--- config.mk ---
export PLATFORM = sky130hd
export DESIGN_NAME = fwd_hazard_ctrl
export DESIGN_NICKNAME = d
export VERILOG_FILES = /design/src/rtl/fwd_hazard_ctrl.sv
export SDC_FILE = /design/constraint.sdc
export NUM_CORES = 1
export LEC_CHECK = 0
export BUFFER_PORTS_ARGS = -buffer_cell sky130_fd_sc_hd__clkbuf_2
export CORE_UTILIZATION = 40
export CTS_CLUSTER_DIAMETER = 200
export CTS_CLUSTER_SIZE = 16
export DETAILED_ROUTE_END_ITERATION = 7
export HOLD_SLACK_MARGIN = 0.02
export PLACE_DENSITY = 0.71
export SLEW_MARGIN = 20
export SYNTH_ARGS = -nofsm -noshare
export SYNTH_HDL_FRONTEND = slang
export SYNTH_SLANG_ARGS = --single-unit
--- constraint.sdc ---
create_clock -name clk -period 2.65 [get_ports clk]
set_clock_uncertainty 0.15 [all_clocks]
set_input_delay 0.3975 -clock clk [delete_from_list [all_inputs] [get_ports clk]]
set_output_delay 0.3975 -clock clk [all_outputs]
set_load 0.03 [all_outputs]
--- src/rtl/fwd_hazard_ctrl.sv ---
// rtl/fwd_hazard_ctrl.sv - EX-stage operand forwarding selects, load-use stall and stall counter
module fwd_hazard_ctrl #(
  parameter int RA_W  = 5,
  parameter int CNT_W = 16
) (
  input  logic             clk,
  input  logic             rst_n,
  input  logic             ex_valid,
  input  logic [RA_W-1:0]  ex_rs,
  input  logic [RA_W-1:0]  ex_rt,
  input  logic             ex_uses_rt,
  input  logic [RA_W-1:0]  ex_rd,
  input  logic             ex_reg_write,
  input  logic             ex_mem_read,
  input  logic             flush,
  output logic [1:0]       fwd_a,
  output logic [1:0]       fwd_b,
  output logic             stall,
  output logic [CNT_W-1:0] stall_cnt
);

  localparam logic [1:0] SEL_RF = 2'b00;
  localparam logic [1:0] SEL_M  = 2'b01;
  localparam logic [1:0] SEL_W  = 2'b10;

  logic [RA_W-1:0]  m_rd_q, m_rd_d, w_rd_q;
  logic             m_wr_q, m_wr_d, m_ld_q, m_ld_d, w_wr_q;
  logic [CNT_W-1:0] cnt_q, cnt_d;
  logic             hit_m_a, hit_m_b, hit_w_a, hit_w_b;

  // Register $0 is hardwired to zero, so a write to it never produces a forwardable value.
  function automatic logic hit(input logic wr, input logic [RA_W-1:0] rd,
                               input logic [RA_W-1:0] src);
    return wr && (rd != '0) && (rd == src);
  endfunction

  always_comb begin
    hit_m_a = hit(m_wr_q, m_rd_q, ex_rs);
    hit_m_b = hit(m_wr_q, m_rd_q, ex_rt);
    hit_w_a = hit(w_wr_q, w_rd_q, ex_rs);
    hit_w_b = hit(w_wr_q, w_rd_q, ex_rt);
    stall   = ex_valid && m_ld_q && (hit_m_a || (ex_uses_rt && hit_m_b));

    fwd_a = SEL_RF;
    fwd_b = SEL_RF;
    if (ex_valid && !stall) begin
      if (hit_m_a)      fwd_a = SEL_M;
      else if (hit_w_a) fwd_a = SEL_W;
      if (ex_uses_rt) begin
        if (hit_m_b)      fwd_b = SEL_M;
        else if (hit_w_b) fwd_b = SEL_W;
      end
    end
  end

  always_comb begin
    m_rd_d = ex_rd;
    m_wr_d = ex_valid && ex_reg_write && !flush;
    m_ld_d = ex_valid && ex_mem_read && !flush;
    // A stall injects a bubble into MEM; the EX instruction is re-presented next cycle.
    if (stall) begin
      m_rd_d = m_rd_q;
      m_wr_d = 1'b0;
      m_ld_d = 1'b0;
    end
    cnt_d = cnt_q;
    if (stall && (cnt_q != '1)) cnt_d = cnt_q + 1'b1;
  end

  always_ff @(posedge clk or negedge rst_n) begin
    if (!rst_n) begin
      m_rd_q <= '0;
      m_wr_q <= 1'b0;
      m_ld_q <= 1'b0;
      w_rd_q <= '0;
      w_wr_q <= 1'b0;
      cnt_q  <= '0;
    end else begin
      m_rd_q <= m_rd_d;
      m_wr_q <= m_wr_d;
      m_ld_q <= m_ld_d;
      w_rd_q <= m_rd_q;
      w_wr_q <= m_wr_q;
      cnt_q  <= cnt_d;
    end
  end

  assign stall_cnt = cnt_q;

endmodule
After elaboration in Yosys (flattened, before gate mapping). Cells that the tools add are included.

Reductions and logical operators: 20. Multiplexer cells: 9. Eq/ne operators: 5. $add $sub $neg: 1.

Operator list (number): $eq A5 B5 Y1 (4); $add A16 B1 Y16 const B (1); $ne A16 B16 Y1 const B (1); $logic_and A1 B1 Y1 (15); $mux W2 (7); $reduce_bool A5 Y1 (2); $logic_not A1 Y1 (2); $mux W1 (2); $logic_or A1 B1 Y1 (1).

Flip-flop bits (word level): 29. Output and inout port bits: 21. Logic and storage cells: 41.

Depth between registers and ports, before layout.
Depth after elaboration: 9. Gate-level depth with buffers: 8. Gate-level depth less buffers: 7.

Least setup slack after synthesis. OpenSTA, ideal clock, no wires.

Path kind: reg2out. Start: reg m_rd_q[1]. End: out fwd_a[1]. Setup slack: -122 ps. Required time: 2102 ps. Cell stages (with the launch flop): 6. Arrival: 2225 ps. Cells stage by stage: dfrtp_1 or4_4 o21a_1 and4_4 clkbuf_2 a211oi_1.

Longest elaborated chain between the ends: 9. Elaborated cells between the ends (all ways): 13. Classes of those cells: eq/ne (2); mux (2); reduce/logical (9).

RTL lines: start: declaration (RTL line 26) `logic [RA_W-1:0] m_rd_q, m_rd_d, w_rd_q;`; start signal: assignment (RTL line 79) `m_rd_q <= m_rd_d;`; $reduce_bool A5 Y1 (RTL line 34) `return wr && (rd != '0) && (rd == src);`; $logic_and A1 B1 Y1 (2 in series) (RTL line 34); $logic_and A1 B1 Y1 (RTL line 42) `stall = ex_valid && m_ld_q && (hit_m_a || (ex_uses_rt && hit_m_b));`; $logic_or A1 B1 Y1 (RTL line 42); $logic_and A1 B1 Y1 (RTL line 42); $logic_not A1 Y1 (RTL line 46) `if (ex_valid && !stall) begin`; $logic_and A1 B1 Y1 (RTL line 46); $mux W2 * (RTL line 46); end: declaration (RTL line 16) `output logic [1:0] fwd_a,`.

Every way passes the cells marked *; elsewhere a longest branch is shown, timed or not.

Final worst setup path.
Start: reg m_rd_q[3]. End: out fwd_b[0].

Longest elaborated chain between the ends: 9. Elaborated cells between the ends (all ways): 14. Classes of those cells: eq/ne (2); mux (3); reduce/logical (9).

RTL lines: $reduce_bool A5 Y1 (RTL line 34); $logic_and A1 B1 Y1 (2 in series) (RTL line 34); $logic_and A1 B1 Y1 (RTL line 42); $logic_or A1 B1 Y1 (RTL line 42); $logic_and A1 B1 Y1 (RTL line 42); $logic_not A1 Y1 (RTL line 46); $logic_and A1 B1 Y1 (RTL line 46); $mux W2 * (RTL line 46); end: declaration (RTL line 17) `output logic [1:0] fwd_b,`.

Marks and branches as above.

==> run metrics <==
NetSw 0.230 mW; Vert. Die Dim 64 um; period utilization 97.0%; drt wl/cell 14.2 um; WL met2 1630 um; Post-Synthesis Cell Area 1540 um^2; Area growth, synth to finish 29.8%; Peak Freq 389 MHz; final hold vios 0; commonest non-fill, non-tap cell in the layout clkbuf_2; Global Route Usage Sum 19.6%; maximum capacitance violations 0; num ports 43; most frequent cells in the layout clkbuf_2, dfrtp_1, xor2_1, xnor2_1, nand2_1; Via-to-Cell Ratio 5.31; I/O Buffers 42; min cycle time layout 2.57 ns; Yosys top cell area share 47.2%; flops & latches, synth 29; worst-path maximum fanout 6; leading area contributor after synthesis dfrtp_1; cells after synthesis 139; Finished Layout Cells 240; switching share of power 22.4%; peak supply drop 0.298 mV; Diodes inserted 0; share of cells above drive strength 1 40.1%; clock share of power 46.6%; Final #Nets 214; Flop pwr share 45.4%; Yosys warning count 0; Worst EP arrival 2.02 ns; die width 64 um; Synth area leaders dfrtp_1, xor2_1, xnor2_1; CTS max path bufs 2; full die area 4100 um^2; Slew @ Worst Pin 0.708 ns; vias in the first global route 1,307; final setup fails 0; clk_lat worst skew 0.28 ns; Placed Area 1800 um^2; WP data required 2.10 ns; htree depth 2; gpl congestion 0.866; met3 wire len 137 um; final wirelength 3410 um; CTS clk-pin slew, worst paths 0.07 ns; status complete, no violations; worst setup path class reg -> out; pwr/cell area 515 nW/um^2; Core ar. 3660 um^2; DRT Pass-1 Iters 4; Fillers 325; Synth cell types 32; Synth Net Count 162; Rows 22; unrepaired setup endpoints after global routing no; CTS Sinks 29; first-pass GRT wire length 6090 um; grt ovf 0; startpoint types register; syn_area_per_cell 11.1 um^2; fin area 2000 um^2; total CTS buffers 5; DRC Markers 0; root buffer cell clkbuf_8; Top Metal Used met4; Initial Utilization 42.0%; static leakage 0.971 nW; crit end category primary output; metal1 wirelength 1570 um; Pint 0.797 mW; pin count of the biggest net entering global routing 30; antenna violations before repair 0; TritonCTS clock tree yes; setup TNS 0 ns; max_slew headroom 52.8%; Comb pwr share 8.0%; dpl cells 228; Hold Crit Class in -> async; post-synthesis sequential area ratio 47.2%; Max Slew Vio Count 0; routed vias 1,275; Post-DRT Antenna Nets 0; 1st-iter DRT viols 44; dpl hpwl 2590 um
per-stage QoR:
step / hold WS (ns) / util [%] / worst slack [ns] / power (mW)
6_report: 0.00509 / 54.5 / 0.0807 / 1.03
5_1_grt: 0.0520 / 54.5 / 0.0000313 / 1.07
4_1_cts: 0.0319 / 53.2 / 0.00278 / 1.03
3_3_place_gp: 0.262 / 49.3 / 0.200 / 0.546
2_1_floorplan: -0.0481 / - / -0.00294 / 0.509
3_5_place_dp: 0.270 / 49.3 / 0.129 / 0.550
cell type report:
type	instances	area, um^2	area share [%]
Multi-Input combinational cell	107	825	41.3
Sequential cell	29	728	36.5
Timing Repair Buffer	47	259	13.0
Clock buffer	6	82.6	4.14
Tap cell	48	60.1	3.01
Clock inverter	2	37.5	1.88
Inverter	1	3.75	0.188
worst max-delay path, stage by stage (launching register included):
cell      delay, ns
dfrtp_2        0.43
buf_4          0.15
xor2_1         0.15
nor3_1         0.30
and4_4         0.34
and3b_2        0.19
clkbuf_2       0.19
final timing paths:
path / startpoint / endpoint / slack, ns / cells past startpoint
max reg2reg: m_rd_q[3] / stall_cnt[4] / 0.21 / 7
min reg2reg: m_rd_q[2] / w_rd_q[2] / 0.26 / 0
max: m_rd_q[3] / fwd_b[0] / 0.08 / 6
min: rst_n / stall_cnt[10] / 0.005 / 1
max in group asynchronous: rst_n / m_rd_q[2] / 1.84 / 1
min in group clk: ex_rd[4] / m_rd_q[4] / 0.21 / 2
cells in the mapped netlist (all sizes together):
| cell type | count |
|---|---|
| a211oi | 2 |
| a31oi | 1 |
| and2 | 1 |
| and3 | 7 |
| and3b | 2 |
| and4 | 2 |
| and4b | 2 |
| buf | 1 |
| clkbuf | 1 |
| dfrtp | 29 |
| ha | 1 |
| inv | 1 |
| mux2 | 8 |
| nand2 | 12 |
| nand3 | 6 |
| nand4 | 7 |
| nor2 | 3 |
| nor3 | 5 |
| nor4 | 6 |
| o211a | 1 |
| o21a | 1 |
| o21ai | 4 |
| o311a | 1 |
| or3 | 1 |
| or4 | 1 |
| xnor2 | 16 |
| xor2 | 17 |
timing repair:
| item | CTS | global route |
|---|---|---|
| pin swaps | 0 | 4 |
| resized for setup | 5 | 7 |
| hold buffers | 0 | 0 |
| endpoints found under the setup margin | 3 | 4 |
| setup buffers | 1 | 3 |
routing by layer:
metal,vias to the layer above,global-route usage (%)
met5,-,0
met4,0,9.94
met3,8,4.46
met2,31,30.9
met1,629,25.1
li1,607,-
cells by family (layout without fill, tap and decap cells):
family | count (synthesis) | after routing | share of synthesized area, %
buf+inv | 3 | 56 | 1.30
flops | 29 | 29 | 47.2
mux | 8 | 8 | 6.10
compound gates | 10 | 10 | 4.72
fa+ha+maj | 1 | 1 | 0.814
simple gates | 55 | 55 | 21.1
xor+xnor | 33 | 33 | 18.8
registers in the layout (all words and copies together) (netlist names):
register,flops
m_ld_q,1
m_rd_q,5
m_wr_q,1
stall_cnt,16
w_rd_q,5
w_wr_q,1
power by group through the flow:
stage	combinational, mW	sequential (mW)	clock [mW]
finish	0.0823	0.466	0.479
CTS	0.0783	0.466	0.488
detailed placement	0.0751	0.475	0
global placement	0.0723	0.474	0
floorplan	0.0370	0.472	0
global route	0.0912	0.467	0.508
No activity file was read; power rests on OpenSTA's default activity.
